--- src/rtl/vec_mem_sequencer.sv ---
// Splits one LANES-wide vector load/store into BEATS narrow req/gnt/rvalid memory beats.
// Latency: store BEATS+1 cycles to done, load 2*BEATS+1 with immediate gnt/rvalid; stalls the pipeline until done.
// Backpressure: each request is held stable until mem_gnt; read beats wait in WAIT_R for mem_rvalid.
module vec_mem_sequencer #(
    parameter int DATA_W     = 8,
    parameter int LANES      = 16,
    parameter int BEAT_LANES = 4,
    parameter int ADDR_W     = 32
) (
    input  logic                         clk,
    input  logic                         rst,
    input  logic                         rmem,
    input  logic                         wmem,
    input  logic [ADDR_W-1:0]            base_addr,
    input  logic [LANES*DATA_W-1:0]      wr_vec,
    output logic                         stall,
    output logic                         done,
    output logic [LANES*DATA_W-1:0]      rd_vec,
    output logic                         mem_req,
    output logic                         mem_we,
    output logic [ADDR_W-1:0]            mem_addr,
    output logic [BEAT_LANES*DATA_W-1:0] mem_wdata,
    input  logic                         mem_gnt,
    input  logic                         mem_rvalid,
    input  logic [BEAT_LANES*DATA_W-1:0] mem_rdata
);

    localparam int BEATS      = LANES / BEAT_LANES;
    localparam int BEAT_W     = (BEATS > 1) ? $clog2(BEATS) : 1;
    localparam int BEAT_DW    = BEAT_LANES * DATA_W;
    localparam int BEAT_BYTES = BEAT_DW / 8;

    typedef enum logic [1:0] {
        S_IDLE   = 2'd0,
        S_REQ    = 2'd1,
        S_WAIT_R = 2'd2,
        S_DONE   = 2'd3
    } state_t;

    state_t                    r_state;
    state_t                    w_next;
    logic [BEAT_W-1:0]         r_beat;
    logic [ADDR_W-1:0]         r_base;
    logic [LANES*DATA_W-1:0]   r_wvec;
    logic [LANES*DATA_W-1:0]   r_rd_vec;
    logic                      r_we;
    logic                      w_start;
    logic                      w_last;

    assign w_start = (r_state == S_IDLE) && (rmem || wmem);
    assign w_last  = (r_beat == BEAT_W'(BEATS - 1));

    always_ff @(posedge clk or negedge rst) begin
        if (!rst) begin
            r_state <= S_IDLE;
        end else begin
            r_state <= w_next;
        end
    end

    always_comb begin
        w_next = r_state;
        case (r_state)
            S_IDLE: begin
                if (rmem || wmem) w_next = S_REQ;
            end
            S_REQ: begin
                if (mem_gnt) begin
                    if (!r_we)      w_next = S_WAIT_R;
                    else if (w_last) w_next = S_DONE;
                end
            end
            S_WAIT_R: begin
                if (mem_rvalid) w_next = w_last ? S_DONE : S_REQ;
            end
            S_DONE: w_next = S_IDLE;
            default: w_next = S_IDLE;
        endcase
    end

    // Outputs are forced low while reset is held, including the combinational IDLE stall.
    always_comb begin
        stall   = 1'b0;
        done    = 1'b0;
        mem_req = 1'b0;
        mem_we  = 1'b0;
        if (rst) begin
            case (r_state)
                S_IDLE:   stall = rmem || wmem;
                S_REQ: begin
                    stall   = 1'b1;
                    mem_req = 1'b1;
                    mem_we  = r_we;
                end
                S_WAIT_R: stall = 1'b1;
                S_DONE:   done  = 1'b1;
                default:  stall = 1'b0;
            endcase
        end
    end

    always_ff @(posedge clk or negedge rst) begin
        if (!rst) begin
            r_beat   <= '0;
            r_base   <= '0;
            r_wvec   <= '0;
            r_we     <= 1'b0;
            r_rd_vec <= '0;
        end else begin
            if (w_start) begin
                r_base <= base_addr;
                r_wvec <= wr_vec;
                r_we   <= wmem;
                r_beat <= '0;
            end else if (r_state == S_REQ && mem_gnt && r_we && !w_last) begin
                r_beat <= r_beat + 1'b1;
            end else if (r_state == S_WAIT_R && mem_rvalid) begin
                r_rd_vec[r_beat*BEAT_DW +: BEAT_DW] <= mem_rdata;
                if (!w_last) r_beat <= r_beat + 1'b1;
            end
        end
    end

    // Beat address wraps modulo 2^ADDR_W by construction of the adder width.
    assign mem_addr  = r_base + (ADDR_W'(r_beat) * ADDR_W'(BEAT_BYTES));
    assign mem_wdata = r_wvec[r_beat*BEAT_DW +: BEAT_DW];
    assign rd_vec    = r_rd_vec;

endmodule
--- config.mk ---
export PLATFORM = sky130hd
export DESIGN_NAME = vec_mem_sequencer
export DESIGN_NICKNAME = d
export VERILOG_FILES = /design/src/rtl/vec_mem_sequencer.sv
export SDC_FILE = /design/constraint.sdc
export NUM_CORES = 1
export LEC_CHECK = 0
export CORE_ASPECT_RATIO = 0.75
export CORE_MARGIN = 10
export CORE_UTILIZATION = 51
export CTS_CLUSTER_SIZE = 16
export DETAILED_ROUTE_END_ITERATION = 7
export PLACE_DENSITY = 0.95
export SYNTH_ARGS = -nofsm -noshare
export SYNTH_HDL_FRONTEND = slang
export SYNTH_SLANG_ARGS = --single-unit
--- constraint.sdc ---
create_clock -name clk -period 3.79 [get_ports clk]
set_input_delay 1.137 -clock clk [delete_from_list [all_inputs] [get_ports clk]]
set_output_delay 1.137 -clock clk [all_outputs]
set_load 0.005 [all_outputs]
==> results of run 1 <==
## power groups by stage
stage / Sequential (mW) / Clock [mW] / Combinational [mW]
finish: 5.01 / 3.08 / 5.61
global placement: 4.89 / 0 / 5.28
floorplan: 4.79 / 0 / 2.81
global route: 5.11 / 3.23 / 6.10
detailed placement: 4.99 / 0 / 5.49
CTS: 4.97 / 3.09 / 5.62
## through the flow
step                      power, mW  area (um2)
after CTS                      13.7       18200
after global routing           14.4       18300
after floorplan                7.60       12900
final                          13.7       18300
after detailed placement       10.5       17100
after global placement         10.2       17100
## metal layers
metal | GRT usage, % | vias to the layer above
met5 | 0 | -
met4 | 11.7 | 0
met3 | 7.46 | 129
met2 | 48.1 | 687
met1 | 32.6 | 5817
li1 | - | 5270
## cell usage in the layout, fill, tap and decap left out, drive strengths merged, types with 5 or more instances in the layout
cell type and n:
nand2 748, clkbuf 47, clkdlybuf4s50 379, xnor2 24, nand3 8, ha 14
dfrtp 293, xor2 5, nor2 8, mux4 32, nor3 5, buf 33
o21ai 132, nand4 16, dlygate4sd2 5, and3 5, inv 9
## kinds of logic after synthesis
family          Yosys count
buf+inv                  91
flops                   293
fa+ha+maj                15
compound gates          141
xor+xnor                 29
mux                      32
simple gates            810
## what timing repair did
| action | 4_1_cts | 5_1_grt |
|---|---|---|
| pin swaps | 3 | 7 |
| setup buffers | 4 | 6 |
| setup endpoints to repair | 55 | 22 |
| gates resized for setup | 23 | 17 |
## final cells by class
type                       instances  share of cell area (%)
antenna                            1                  0.0137
tap                              338                    2.32
sequential                       293                    40.2
multi-input combinational       1027                    28.9
timing repair buffer             425                    22.9
clock inverter                    10                   0.863
inverter                           7                   0.144
clock buffer                      44                    4.67
## worst reg2reg max path: stages (launching register included)
cell,delay [ns]
dfrtp_1,0.46
inv_1,0.14
ha_1,0.28
nor2b_4,0.19
buf_4,0.57
buf_4,0.90
nand2_1,0.27
nand2_1,0.11
## registers in the layout, indices dropped and copies added (netlist names)
| register | cells |
|---|---|
| r_base | 32 |
| r_beat | 2 |
| r_state | 2 |
| r_we | 1 |
| r_wvec | 128 |
| rd_vec | 128 |
## worst min path at each step
| stage | slack, ns | cells past startpoint | endpoint | startpoint |
|---|---|---|---|---|
| detailed placement | 0.46 | 2 | r_wvec[79] | r_wvec[79] |
| global route | 0.49 | 2 | r_wvec[112] | r_wvec[112] |
| finish | 0.47 | 2 | r_wvec[82] | r_wvec[82] |
| global placement | 0.45 | 2 | r_wvec[88] | r_wvec[88] |
| floorplan | 0.44 | 2 | r_wvec[64] | r_wvec[64] |
| CTS | 0.47 | 2 | r_wvec[82] | r_wvec[82] |
==> results.cfg, run 1 <==
[placed_design]
hpwlAfterDp_mm = 32.0
port_buffers = 393
place_ws_ns = -0.280
place_congestion = 0.892
dp.cells = 2081

[logic_synthesis]
synth_top_area_share_pct = 57.0
syn_area_um2 = 12900
yosys.area_share.simple_pct = 25.4
synth-xor-area-share_pct = 1.98
yosysTopAreaCell = dfrtp_1
yosysMostFrequentCell = nand2_1
yosys_warnings = 0
synth-async-reset-ratio_pct = 100
synth_compound_area_share_pct = 5.56
synth_flop_cell = dfrtp_1
synth_edf_count = 0
synth_area_leaders = dfrtp_1, nand2_1, mux4_2
synth_fa_ha_area_share_pct = 1.52
synth_cells = 1411
yosysUniqueCellTypes = 35
synth.area.mux_share_pct = 5.60
ys_seq_area_share_pct = 57.0
synth_common_cells = nand2_1, dfrtp_1, o21ai_0
synth_top_family_by_area = simple AND/OR/NAND/NOR gates
ys_ff_latch = 293
syn_nets = 1624
synth.avg_cell_area_um2 = 9.11

[floorplanning]
dieHeight_um = 158
start_util_pct = 51.6
dieArea_um2 = 32000
die_w_um = 203
core_area_um2 = 24900
num_rows = 50
io_pins = 394

[setup_path]
worst_r2r_path_depth = 7
rrSetupSlack_ns = 0.82
worstSetupPathType = flop to primary output
end_kind = primary output
worstSetupEndpoint = mem_addr[21]
critPathBufInv = 2
required_ns = 2.65
cp.depth = 7
crit_path_max_fanout = 5
cpPeakStageDelay_ns = 0.54
slowest_stage = clkdlybuf4s50_1
cp-start-kind = flop
cp_cell_sequence = ha_4, a21oi_4, nor2_4, buf_4, nand4_1, xnor2_1, clkdlybuf4s50_1
critPathTopFamily = buffers and inverters
worstPathArrival_ns = 2.56
reg2reg_to = r_wvec[101]
reg2reg_from = r_state[0]
critPathLaunch = r_base[3]

[routing]
top_layer_used = met4
drt_iter0_markers = 1185
wl_per_cell_um = 21.7
viasPerCell = 5.55
wl_met2_mm = 23.2
routed_wirelength_mm = 46.5
num_vias = 11900
wl_met3_mm = 4.60
drc = 0
postRouteAntennaNets = 0
wl_met1_mm = 16.7
dr.pass1.iters = 5

[power]
power_density_nw_per_um2 = 750
p_int_mw = 8.75
switching_share_pct = 36.1
clkPwrFrac_pct = 22.5
p_sw_mw = 4.95
seq_power_share_pct = 36.6
p_leak_nw = 8.35
ir_worst_vdd_v = 0.000564
comb_power_share_pct = 40.9

[global_routing]
grt-ovfl-total = 0
grt_usage_pct = 27.9
grt_pass1_wl_mm = 70.5
grt_max_degree = 121
grt_pass1_vias = 12300
antenna_found_initial = 1

[timing]
layout_min_cycle_time_ns = 3.70
post-route-period-util_pct = 97.6
timing.final.ws_setup_ns = 0.0920
worst_pin_slew_ns = 1.02
hold_violations = 0
drv_slew = 0
fin_worst_skew_ns = 0.0170
setup_viol = 0
fmax_mhz = 270
fin_setup_tns_ns = 0
hold_ws_ns = 0.471
maxSlewHeadroom_pct = 31.8

[finish]
nets = 1996
multiInputGateArea_um2 = 5280
post-route-util_pct = 73.4
layout-drive-gt1-share_pct = 7.92
area_growth_pct = 42.0
regArea_um2 = 7330
fillers = 1620
instances_no_fill = 2145

[clocking]
clock_sinks = 293
clockRootBuffer = clkbuf_16
cts_buffer_depth = 3
cts_tree = built
cts_buffers = 29
clkTransAtPathRegs_ns = 0.06
ctsHoldBuffers = 0
insertion_delay_ns = 0.55
htreeDepth = 1

[hold_path]
hold_path.class = flop to flop

[run]
maxCapViolCount = 0

[status]
status = finished clean
No activity file was read; power rests on OpenSTA's default activity.
==> run 2, diff against run 1 <==
- CORE_ASPECT_RATIO: 0.75 -> 1.2
- CORE_UTILIZATION: 51 -> 68
- DONT_BUFFER_PORTS: not set -> 1
- PLACE_DENSITY: 0.95 -> 0.94
==> results.cfg, run 2 (synthesized netlist as in run 1, its figures left out) <==
[clocking]
cts_tree = built
clockRootBuffer = clkbuf_16
htreeDepth = 1
cts-resized-gates = 0
post_cts_buffers = 0
ctsHoldBuffers = 0
cts_buffers = 28
clkTransAtPathRegs_ns = 0.06
cts_buffer_depth = 3
clock_sinks = 293
insertion_delay_ns = 0.53

[timing]
worst_pin_slew_ns = 1.12
setup_viol = 0
maxSlewHeadroom_pct = 25.5
hold_ws_ns = 0.305
hold_violations = 0
post-route-period-util_pct = 95.2
fin_worst_skew_ns = 0.00898
drv_slew = 0
fin_setup_tns_ns = 0
rsz0062_at_grt = no
layout_min_cycle_time_ns = 3.61
fmax_mhz = 277

[placed_design]
place_congestion = 0.876
hpwlAfterDp_mm = 26.3
port_buffers = 0

[routing]
viasPerCell = 6.26
wl_met2_mm = 19.1
dr.pass1.iters = 5
wl_per_cell_um = 23.6
num_vias = 10300
postRouteAntennaNets = 0
drc = 0
wl_met1_mm = 11.9
drt_iter0_markers = 1052
top_layer_used = met4
wl_met3_mm = 5.81
routed_wirelength_mm = 39.0

[floorplanning]
dieHeight_um = 171
core_area_um2 = 18700
start_util_pct = 68.7
die_w_um = 146
num_rows = 55
io_pins = 394
dieArea_um2 = 24800

[power]
power_density_nw_per_um2 = 836
p_leak_nw = 6.68
ir_worst_vdd_v = 0.000584

[finish]
insertedDiodeCount = 0
layout_common_cells = nand2_1, dfrtp_1, o21ai_0
final_common_cell = nand2_1
fillers = 1154
layout-drive-gt1-share_pct = 7.82
nets = 1586
area_growth_pct = 8.44

[setup_path]
crit_path_max_fanout = 7
worstSetupPathType = flop to primary output
cpPeakStageDelay_ns = 0.41
required_ns = 2.65
end_kind = primary output
cp_cell_sequence = ha_1, fa_1, and4_1, nor4b_4, nand4_1, xnor2_1
slowest_stage = nor4b_4
cp-start-kind = flop
worstPathArrival_ns = 2.47

[status]
status = finished clean

[global_routing]
grt_usage_pct = 30.6
antenna_found_initial = 0
grt_max_degree = 298
grt_pass1_vias = 10500
grt-ovfl-total = 0
grt_pass1_wl_mm = 60.4

[run]
maxCapViolCount = 0

[hold_path]
hold_path.class = input port to async pin
[run 2: cell count changes in the layout (fill, tap and decap cells not counted), moves of 2 or more]
cell,previous run,this run
nor2_1,6,8
nor3_1,1,3
clkbuf_2,3,0
bufinv_16,4,1
buf_4,29,14
buf_8,2,0
ha_4,2,0
clkdlybuf4s50_1,379,0
nor3_2,2,0
clkbuf_1,8,6
dlymetal6s2s_1,4,0
ha_1,12,14
dlygate4sd2_1,5,0
[run 2: path summary, 6_finish.rpt]
kind	startpoint	to	slack, ns	depth (start not counted)
worst max-delay path	r_base[2]	mem_addr[24]	0.18	6
worst min-delay path	rst	r_base[19]	0.30	0
worst max register to register	r_beat[0]	rd_vec[0]	0.70	6
worst min register to register	r_wvec[23]	r_wvec[23]	0.47	2
max in group asynchronous	rst	r_wvec[58]	3.06	0
min in group clk	r_wvec[23]	r_wvec[23]	0.47	2
[run 2: area by class of cell]
| class | instances | area, um2 | share of cell area (%) |
|---|---|---|---|
| clock buffer | 42 | 845 | 6.06 |
| clock inverter | 9 | 80.1 | 0.574 |
| inverter | 7 | 26.3 | 0.188 |
| multi-input combinational | 1027 | 5190 | 37.2 |
| sequential | 293 | 7330 | 52.6 |
| tap | 256 | 320 | 2.30 |
| timing repair buffer | 16 | 145 | 1.04 |
[run 2: layer usage]
layer  up-vias  GRT usage [%]
met1      4994           31.7
met5         -              0
met3       156           14.8
li1       4431              -
met4         0           14.7
met2       741           51.3
[run 2: report_power, final]
part	switching (mW)	total, mW	internal (mW)
clock network	1.17	2.77	1.61
registers	0.892	5.10	4.21
logic	2.38	3.79	1.41
total	4.44	11.7	7.22
[run 2: worst max-delay path: cells and delay by family, from the launching register on]
| kind | cells | cell delay (ns) |
|---|---|---|
| simple gates | 3 | 0.86 |
| flops | 1 | 0.36 |
| fa+ha+maj | 2 | 0.45 |
| xor+xnor | 1 | 0.28 |
[run 2: stage by stage]
stage / instances / cell area [um2] / util (%) / power (mW) / setup WS, ns
finish: 1650 / 13900 / 74.5 / 11.7 / 0.183
CTS: 1650 / 13900 / 74.5 / 11.6 / 0.160
global route: 1650 / 13900 / 74.5 / 12.3 / 0.0203
detailed placement: 1599 / 13000 / 69.6 / 8.77 / 0.708
global placement: 1599 / 13000 / 69.6 / 8.49 / 0.799
floorplan: 1411 / 12900 / - / 7.60 / 0.829
